$ cat src/rtl/alu_pkg.sv
// Shared opcodes, FSM state encoding and opcode classification helpers for the
// multi-cycle ALU.
package alu_pkg;

    localparam logic [3:0] OP_AND   = 4'b0000;
    localparam logic [3:0] OP_OR    = 4'b0001;
    localparam logic [3:0] OP_ADD   = 4'b0010;
    localparam logic [3:0] OP_SLTU  = 4'b0011;
    localparam logic [3:0] OP_XOR   = 4'b0100;
    localparam logic [3:0] OP_REMU  = 4'b0101;
    localparam logic [3:0] OP_SUB   = 4'b0110;
    localparam logic [3:0] OP_SLT   = 4'b0111;
    localparam logic [3:0] OP_MUL   = 4'b1000;
    localparam logic [3:0] OP_MULH  = 4'b1001;
    localparam logic [3:0] OP_MULHU = 4'b1010;
    localparam logic [3:0] OP_DIV   = 4'b1011;
    localparam logic [3:0] OP_NOR   = 4'b1100;
    localparam logic [3:0] OP_DIVU  = 4'b1101;
    localparam logic [3:0] OP_REM   = 4'b1110;
    localparam logic [3:0] OP_EQ    = 4'b1111;

    typedef enum logic [1:0] {
        S_IDLE = 2'd0,
        S_BUSY = 2'd1,
        S_DONE = 2'd2
    } state_t;

    function automatic logic is_multicycle(input logic [3:0] op);
        case (op)
            OP_MUL, OP_MULH, OP_MULHU,
            OP_DIV, OP_DIVU, OP_REM, OP_REMU: return 1'b1;
            default:                          return 1'b0;
        endcase
    endfunction

    function automatic logic op_is_div(input logic [3:0] op);
        return (op == OP_DIV) || (op == OP_DIVU) || (op == OP_REM) || (op == OP_REMU);
    endfunction

    function automatic logic op_is_signed(input logic [3:0] op);
        return (op == OP_MULH) || (op == OP_DIV) || (op == OP_REM);
    endfunction

    function automatic logic op_hi_or_rem(input logic [3:0] op);
        return (op == OP_MULH) || (op == OP_MULHU) || (op == OP_REM) || (op == OP_REMU);
    endfunction

endpackage

$ cat src/rtl/alu_muldiv_seq.sv
// Iterative shift-add multiplier / restoring divider sharing one register set.
// The first iteration runs on the start edge, so done rises WIDTH-1 cycles later.
module alu_muldiv_seq #(
    parameter int WIDTH = 32
) (
    input  logic             clk,
    input  logic             rst,
    input  logic             i_start,
    input  logic             i_is_div,
    input  logic             i_signed_a,
    input  logic             i_signed_b,
    input  logic             i_want_hi_or_rem,
    input  logic [WIDTH-1:0] i_a,
    input  logic [WIDTH-1:0] i_b,
    output logic             o_done,
    output logic [WIDTH-1:0] o_result,
    output logic             o_ovf
);

    localparam int CNT_W = $clog2(WIDTH) + 1;

    logic               r_busy;
    logic [CNT_W-1:0]   r_cnt;
    logic               r_is_div;
    logic               r_hi_rem;
    logic               r_neg_res;
    logic               r_neg_rem;
    logic               r_dz;
    logic               r_ovf;
    logic [WIDTH-1:0]   r_a_orig;
    // Multiply: product / shifted multiplicand / multiplier.
    // Divide: partial remainder (low half) / divisor (low half) / dividend->quotient.
    logic [2*WIDTH-1:0] r_acc;
    logic [2*WIDTH-1:0] r_opa;
    logic [WIDTH-1:0]   r_opb;

    logic               w_sa, w_sb;
    logic [WIDTH-1:0]   w_mag_a, w_mag_b;
    logic               w_cur_div;
    logic [2*WIDTH-1:0] w_cur_acc, w_cur_opa, w_nxt_acc, w_nxt_opa;
    logic [WIDTH-1:0]   w_cur_opb, w_nxt_opb;
    logic [WIDTH:0]     w_trial;
    logic               w_ge;
    logic [2*WIDTH-1:0] w_prod;
    logic [WIDTH-1:0]   w_quo, w_rem;

    assign w_sa    = i_signed_a & i_a[WIDTH-1];
    assign w_sb    = i_signed_b & i_b[WIDTH-1];
    assign w_mag_a = w_sa ? (~i_a + 1'b1) : i_a;
    assign w_mag_b = w_sb ? (~i_b + 1'b1) : i_b;

    always_comb begin
        w_cur_div = r_is_div;
        w_cur_acc = r_acc;
        w_cur_opa = r_opa;
        w_cur_opb = r_opb;
        if (i_start) begin
            w_cur_div = i_is_div;
            w_cur_acc = '0;
            if (i_is_div) begin
                w_cur_opa = {{WIDTH{1'b0}}, w_mag_b};
                w_cur_opb = w_mag_a;
            end else begin
                w_cur_opa = {{WIDTH{1'b0}}, w_mag_a};
                w_cur_opb = w_mag_b;
            end
        end
    end

    always_comb begin
        w_trial   = {w_cur_acc[WIDTH-1:0], w_cur_opb[WIDTH-1]};
        w_ge      = (w_trial >= {1'b0, w_cur_opa[WIDTH-1:0]});
        w_nxt_acc = w_cur_acc;
        w_nxt_opa = w_cur_opa;
        w_nxt_opb = w_cur_opb;
        if (w_cur_div) begin
            if (w_ge) begin
                w_nxt_acc = {{WIDTH{1'b0}}, w_trial[WIDTH-1:0] - w_cur_opa[WIDTH-1:0]};
            end else begin
                w_nxt_acc = {{WIDTH{1'b0}}, w_trial[WIDTH-1:0]};
            end
            w_nxt_opb = {w_cur_opb[WIDTH-2:0], w_ge};
        end else begin
            w_nxt_acc = w_cur_acc + (w_cur_opb[0] ? w_cur_opa : '0);
            w_nxt_opa = w_cur_opa << 1;
            w_nxt_opb = w_cur_opb >> 1;
        end
    end

    always_ff @(posedge clk or posedge rst) begin
        if (rst) begin
            r_busy    <= 1'b0;
            r_cnt     <= '0;
            r_is_div  <= 1'b0;
            r_hi_rem  <= 1'b0;
            r_neg_res <= 1'b0;
            r_neg_rem <= 1'b0;
            r_dz      <= 1'b0;
            r_ovf     <= 1'b0;
            r_a_orig  <= '0;
            r_acc     <= '0;
            r_opa     <= '0;
            r_opb     <= '0;
        end else if (i_start) begin
            r_busy    <= 1'b1;
            r_cnt     <= CNT_W'(WIDTH - 1);
            r_is_div  <= i_is_div;
            r_hi_rem  <= i_want_hi_or_rem;
            r_neg_res <= w_sa ^ w_sb;
            r_neg_rem <= w_sa;
            r_dz      <= i_is_div && (i_b == '0);
            r_ovf     <= i_is_div && i_signed_a && i_signed_b &&
                         (i_a == {1'b1, {(WIDTH-1){1'b0}}}) && (i_b == '1);
            r_a_orig  <= i_a;
            r_acc     <= w_nxt_acc;
            r_opa     <= w_nxt_opa;
            r_opb     <= w_nxt_opb;
        end else if (r_busy) begin
            if (r_cnt == '0) begin
                r_busy <= 1'b0;
            end else begin
                r_cnt <= r_cnt - 1'b1;
                r_acc <= w_nxt_acc;
                r_opa <= w_nxt_opa;
                r_opb <= w_nxt_opb;
            end
        end
    end

    // Signs are applied to the magnitude results only on the way out.
    assign w_prod = r_neg_res ? (~r_acc + 1'b1) : r_acc;
    assign w_quo  = r_neg_res ? (~r_opb + 1'b1) : r_opb;
    assign w_rem  = r_neg_rem ? (~r_acc[WIDTH-1:0] + 1'b1) : r_acc[WIDTH-1:0];

    always_comb begin
        o_result = '0;
        if (r_is_div) begin
            if (r_dz) begin
                o_result = r_hi_rem ? r_a_orig : '1;
            end else begin
                o_result = r_hi_rem ? w_rem : w_quo;
            end
        end else begin
            o_result = r_hi_rem ? w_prod[2*WIDTH-1:WIDTH] : w_prod[WIDTH-1:0];
        end
    end

    assign o_done = r_busy && (r_cnt == '0);
    assign o_ovf  = r_ovf;

endmodule

$ cat src/rtl/alu_mc.sv
// Multi-cycle ALU: single-cycle logic/arith ops plus iterative mul/div with
// valid/ready handshakes and registered result and flags.
module alu_mc
    import alu_pkg::*;
#(
    parameter int WIDTH = 32
) (
    input  logic             clk,
    input  logic             reset,
    input  logic             in_valid,
    output logic             in_ready,
    input  logic [WIDTH-1:0] A_in,
    input  logic [WIDTH-1:0] B_in,
    input  logic [3:0]       ALU_Sel,
    output logic             out_valid,
    input  logic             out_ready,
    output logic [WIDTH-1:0] ALU_Out,
    output logic             Carry_Out,
    output logic             Overflow,
    output logic             Zero,
    output logic             Illegal,
    output state_t           dbg_state
);

    // Handshake: an operation transfers on a clock edge where in_valid && in_ready;
    // a result is consumed on a clock edge where out_valid && out_ready.
    state_t           r_state, w_next_state;
    logic [WIDTH-1:0] r_out;
    logic             r_carry, r_ovf, r_zero, r_illegal;

    logic             w_xfer, w_multi, w_md_start, w_md_done, w_md_ovf;
    logic [WIDTH-1:0] w_md_result;
    logic [WIDTH-1:0] w_res;
    logic [WIDTH:0]   w_sum;
    logic             w_carry, w_ovf, w_illegal;

    assign w_xfer     = in_valid && in_ready;
    assign w_multi    = is_multicycle(ALU_Sel);
    assign w_md_start = w_xfer && w_multi;

    always_ff @(posedge clk or posedge reset) begin
        if (reset) begin
            r_state <= S_IDLE;
        end else begin
            r_state <= w_next_state;
        end
    end

    always_comb begin
        w_next_state = r_state;
        case (r_state)
            S_IDLE:  if (w_xfer) w_next_state = w_multi ? S_BUSY : S_DONE;
            S_BUSY:  if (w_md_done) w_next_state = S_DONE;
            S_DONE:  if (out_ready) w_next_state = S_IDLE;
            default: w_next_state = S_IDLE;
        endcase
    end

    always_comb begin
        in_ready  = (r_state == S_IDLE);
        out_valid = (r_state == S_DONE);
        dbg_state = r_state;
    end

    always_comb begin
        w_res     = '0;
        w_sum     = '0;
        w_carry   = 1'b0;
        w_ovf     = 1'b0;
        w_illegal = 1'b0;
        case (ALU_Sel)
            OP_AND:  w_res = A_in & B_in;
            OP_OR:   w_res = A_in | B_in;
            OP_NOR:  w_res = ~(A_in | B_in);
            OP_XOR:  w_res = A_in ^ B_in;
            OP_ADD: begin
                w_sum   = {1'b0, A_in} + {1'b0, B_in};
                w_res   = w_sum[WIDTH-1:0];
                w_carry = w_sum[WIDTH];
                w_ovf   = (A_in[WIDTH-1] == B_in[WIDTH-1]) && (w_res[WIDTH-1] != A_in[WIDTH-1]);
            end
            OP_SUB: begin
                w_sum   = {1'b0, A_in} - {1'b0, B_in};
                w_res   = w_sum[WIDTH-1:0];
                w_carry = w_sum[WIDTH];
                w_ovf   = (A_in[WIDTH-1] != B_in[WIDTH-1]) && (w_res[WIDTH-1] != A_in[WIDTH-1]);
            end
            OP_SLT:  w_res = WIDTH'($signed(A_in) < $signed(B_in));
            OP_SLTU: w_res = WIDTH'(A_in < B_in);
            OP_EQ:   w_res = WIDTH'(A_in == B_in);
            OP_MUL, OP_MULH, OP_MULHU,
            OP_DIV, OP_DIVU, OP_REM, OP_REMU: w_res = '0;
            default: w_illegal = 1'b1;
        endcase
    end

    alu_muldiv_seq #(.WIDTH(WIDTH)) u_muldiv (
        .clk              (clk),
        .rst              (reset),
        .i_start          (w_md_start),
        .i_is_div         (op_is_div(ALU_Sel)),
        .i_signed_a       (op_is_signed(ALU_Sel)),
        .i_signed_b       (op_is_signed(ALU_Sel)),
        .i_want_hi_or_rem (op_hi_or_rem(ALU_Sel)),
        .i_a              (A_in),
        .i_b              (B_in),
        .o_done           (w_md_done),
        .o_result         (w_md_result),
        .o_ovf            (w_md_ovf)
    );

    always_ff @(posedge clk or posedge reset) begin
        if (reset) begin
            r_out     <= '0;
            r_carry   <= 1'b0;
            r_ovf     <= 1'b0;
            r_zero    <= 1'b0;
            r_illegal <= 1'b0;
        end else if (w_xfer && !w_multi) begin
            r_out     <= w_res;
            r_carry   <= w_carry;
            r_ovf     <= w_ovf;
            r_zero    <= (w_res == '0);
            r_illegal <= w_illegal;
        end else if (r_state == S_BUSY && w_md_done) begin
            r_out     <= w_md_result;
            r_carry   <= 1'b0;
            r_ovf     <= w_md_ovf;
            r_zero    <= (w_md_result == '0);
            r_illegal <= 1'b0;
        end
    end

    assign ALU_Out   = r_out;
    assign Carry_Out = r_carry;
    assign Overflow  = r_ovf;
    assign Zero      = r_zero;
    assign Illegal   = r_illegal;

endmodule

$ cat config.mk
export PLATFORM = sky130hd
export DESIGN_NAME = alu_mc
export DESIGN_NICKNAME = d
export VERILOG_FILES = /design/src/rtl/alu_pkg.sv /design/src/rtl/alu_muldiv_seq.sv /design/src/rtl/alu_mc.sv
export SDC_FILE = /design/constraint.sdc
export NUM_CORES = 2
export LEC_CHECK = 0
export ABC_AREA = 1
export CORE_AREA = 4 4 281 283
export CTS_CLUSTER_SIZE = 25
export DETAILED_ROUTE_END_ITERATION = 16
export DIE_AREA = 0 0 285 287
export PLACE_DENSITY = 0.65
export SYNTH_ARGS = -nofsm -noshare
export SYNTH_HDL_FRONTEND = slang
export SYNTH_HIERARCHICAL = 1
export SYNTH_SLANG_ARGS = --single-unit
export TNS_END_PERCENT = 100
$ cat constraint.sdc
create_clock -name clk -period 7.1 [get_ports clk]
set_input_delay 1.42 -clock clk [delete_from_list [all_inputs] [get_ports clk]]
set_output_delay 1.42 -clock clk [all_outputs]
set_load 0.02 [all_outputs]
==> results.md <==
* Detailed-router iteration count before antenna repair at 9
* Async set or reset register ratio after synthesis at 100.0%
* Headroom to the max-slew limit at between 10% and 20%
* Max Buffers Root-to-Sink at 3
* Peak supply drop at between 0.3 and 0.4 mV
* CP Class: in -> reg
* Number of max-cap violations at 0
* Sort of element at the end of the critical path: flip-flop
* Critical Path Start Type: primary input
* Setup slack of the critical path after layout at around 1000 ps
* RePlAce Congestion at roughly 1.1
* Critical path data required time at 7550 ps
* Yosys warnings at 6
* Nets in the synthesized netlist at 6,383
* Max Transition Viols Final at 0
* Clock Sink Count at 242
* Boundary pin count at 112
* Final Net Count at 6,401
* Most common cell after layout, fill and taps aside: sky130_fd_sc_hd__nand2_1
* Total negative slack for setup checks at 0 ps
* Antenna violations before repair at 3
* Slowest cell on the critical path: sky130_fd_sc_hd__clkdlybuf4s50_1
* Period minus WS final at between 6000 and 7000 ps
* Area of the mapped netlist at ~34,000 µm²
* Total wire length at between 150 and 200 mm
* Mean Syn Cell Area at 5.585 µm²
* Share of the clock period used by the worst path after layout at between 80% and 90%
* CTS Hold Bufs at 0
* Global-route congestion overflow total at 0
* Post-synth EDFFs at 0
* Drt first-iter violations at between 6,000 and 7,000
* Total die area at 81,800 µm²
* CTS resizes at 0
* Placement row count at 102
* Count of filler cells inserted in the layout at about 8,400
* CTS H-tree depth at 2
* Final HPWL DP at around 140 mm
* Die width at 285 µm
* Clock buffers created by TritonCTS at 34
* Wire length of the first global-routing pass at approximately 260 mm
* Cells after synthesis at between 6,000 and 7,000
* Unrepaired setup endpoints after global routing: false
* Max Fanout on Critical Path at 37
* Achievable Freq at ~0.16 GHz
* Flip-flop and latch count after synthesis at ~240
* Most prevalent standard cell on the critical path: sky130_fd_sc_hd__nand2_1
* Commonest register cell after synthesis: sky130_fd_sc_hd__dfrtp_1
* Worst min path class: reg -> reg
* Highest-count cells in the layout ignoring fill and taps: 1,867 x sky130_fd_sc_hd__nand2_1, 816 x sky130_fd_sc_hd__inv_1, 791 x sky130_fd_sc_hd__nor2_1, 547 x sky130_fd_sc_hd__nand3_1, 366 x sky130_fd_sc_hd__o21ai_0
* Aggregate global-route resource usage at a little over two fifths
* Max incr delay on CP at 560 ps
* Core region area at approximately 77,000 µm²
* Result of the run: completed
* Worst Setup Slack post-DPL at ~650 ps
* Share of synthesized area occupied by flip-flops and latches at between 15 and 20%
* Final hold violation count at 0
* Average routed wire per standard cell at roughly 25 µm
* Number of distinct library cells after synthesis at about 60
* Clock Tree Root: sky130_fd_sc_hd__clkbuf_16
* Vias/cell at 5.982
* Count of buffers added by post-CTS timing repair for setup at 0
* Fraction of final layout cells sized beyond drive strength 1 at 4.580%
* Clock-pin transition on the worst setup and hold timing paths at approximately 60 ps
* Die Height at 287 µm
* Worst Clk Skew at 27.35 ps
* Count of vias placed by the detailed router at 42,930
* Number of failing setup endpoints in the final timing report at 0
* Number of nets with antenna violations after detailed routing at 0
* Clock latency of the later-clocked register in the worst-skew pair at approximately 570 ps
* Number of global-route vias before repair at 39,290
* Tightest Pin Transition at ~1200 ps
* Port bufs at 110
* Static Leak at 18.72 nW
* Final core utilization at between 40% and 50%
* Largest net degree at the start of global routing at 131
* CTS tree: built
* Drt drc at 0
* Endpoint arrival time on the critical path at about 6600 ps
* Initial standard-cell utilization of the core at 44.39%
* Area Overhead vs Synth at 9.455%
* Pwr/cell area at about 460 nW/µm²
## sequential cells by signal (all words and copies together), names as in the netlist, 2 cells and up
signal and count:
u_muldiv/r_cnt 6, u_muldiv/r_a_orig 32, u_muldiv/r_opb 32, u_muldiv/r_acc 64, u_muldiv/r_opa 64, ALU_Out 32, dbg_state 2
## Yosys cell counts (all sizes together), types with 7 or more instances
library cell / count / area [µm²]
a21o: 7 / 52.55
a21oi: 362 / 1861
a221oi: 12 / 105.1
a22oi: 13 / 97.59
a31oi: 7 / 43.79
buf: 104 / 603.1
clkbuf: 104 / 390.4
dfrtp: 242 / 6056
ha: 210 / 2628
inv: 843 / 3164
nand2: 1901 / 7236
nand3: 552 / 2788
nand3b: 18 / 135.1
nand4: 123 / 803.3
nor2: 818 / 3162
nor3: 54 / 311.6
nor4: 18 / 112.6
o211ai: 102 / 790.8
o21a: 11 / 82.58
o21ai: 390 / 1956
o21bai: 19 / 142.6
o221ai: 18 / 157.7
o22ai: 14 / 87.58
o31ai: 7 / 52.55
or2: 28 / 175.2
xnor2: 17 / 148.9
xor2: 77 / 674.4
## cell families (layout without fill, tap and decap cells)
logic type                 Yosys count  after routing  synth area share, %
AOI/OAI and AO/OA                  975            975                16.25
xor gates and xnor gates            94             94                2.418
adders and majority gates          214            214                7.952
buffers and inverters             1053           1091                12.23
DFF                                242            242                17.79
other                                1              3              0.01101
and+or+nand+nor                   3518           3518                43.35
## where the power goes
group,switching [mW],internal [mW]
Sequential,0.671,2.05
Clock,0.744,1.05
Combinational,8.95,3.52
## worst paths after layout
kind	from	endpoint	slack [ps]	cells after the start
setup reg to reg	dbg_state[1]	u_muldiv/r_acc[22]	1710	18
setup / recovery	ALU_Sel[0]	u_muldiv/r_acc[58]	1010	31
max in group asynchronous	reset	u_muldiv/r_opa[18]	4470	3
min in group asynchronous	reset	u_muldiv/r_opa[45]	1410	2
hold / removal	u_muldiv/r_opa[28]	u_muldiv/r_opa[28]	480	2
hold reg to reg	u_muldiv/r_opa[28]	u_muldiv/r_opa[28]	480	2
## through the flow
step           area (µm²)  hold WS, ps  power (mW)  instances
6_report            37270        484.9       16.98       7177
5_1_grt             37260        502.3       17.98       7175
4_1_cts             37260        485.9       16.43       7175
3_5_place_dp        36150        475.2       14.59       7119
3_3_place_gp        36150        459.7       14.55       7119
2_1_floorplan       34050        441.4       10.23       6097
## final cells by class
cell class | instances | area [µm²] | area share [%]
Sequential cell | 242 | 6058 | 16.26
Antenna cell | 2 | 5.005 | 0.01343
Clock inverter | 12 | 176.4 | 0.4734
Inverter | 845 | 3184 | 8.544
Multi-Input combinational cell | 4802 | 23860 | 64.03
Timing Repair Buffer | 190 | 1739 | 4.667
Tap cell | 1040 | 1301 | 3.492
Clock buffer | 44 | 939.7 | 2.521
## critical path, delay by kind of cell
family / cells / cell delay [ps]
simple gates: 19 / 2470
compound gates: 2 / 360
buf+inv: 8 / 1510
fa+ha+maj: 2 / 750
## layer usage
| metal | GRT usage [%] | wire, µm |
|---|---|---|
| met1 | 52.31 | 67010 |
| met2 | 63.27 | 73920 |
| met3 | 11.31 | 21780 |
| met4 | 27.23 | 14620 |
| met5 | 0 | 0 |
No activity file was read; power rests on OpenSTA's default activity.
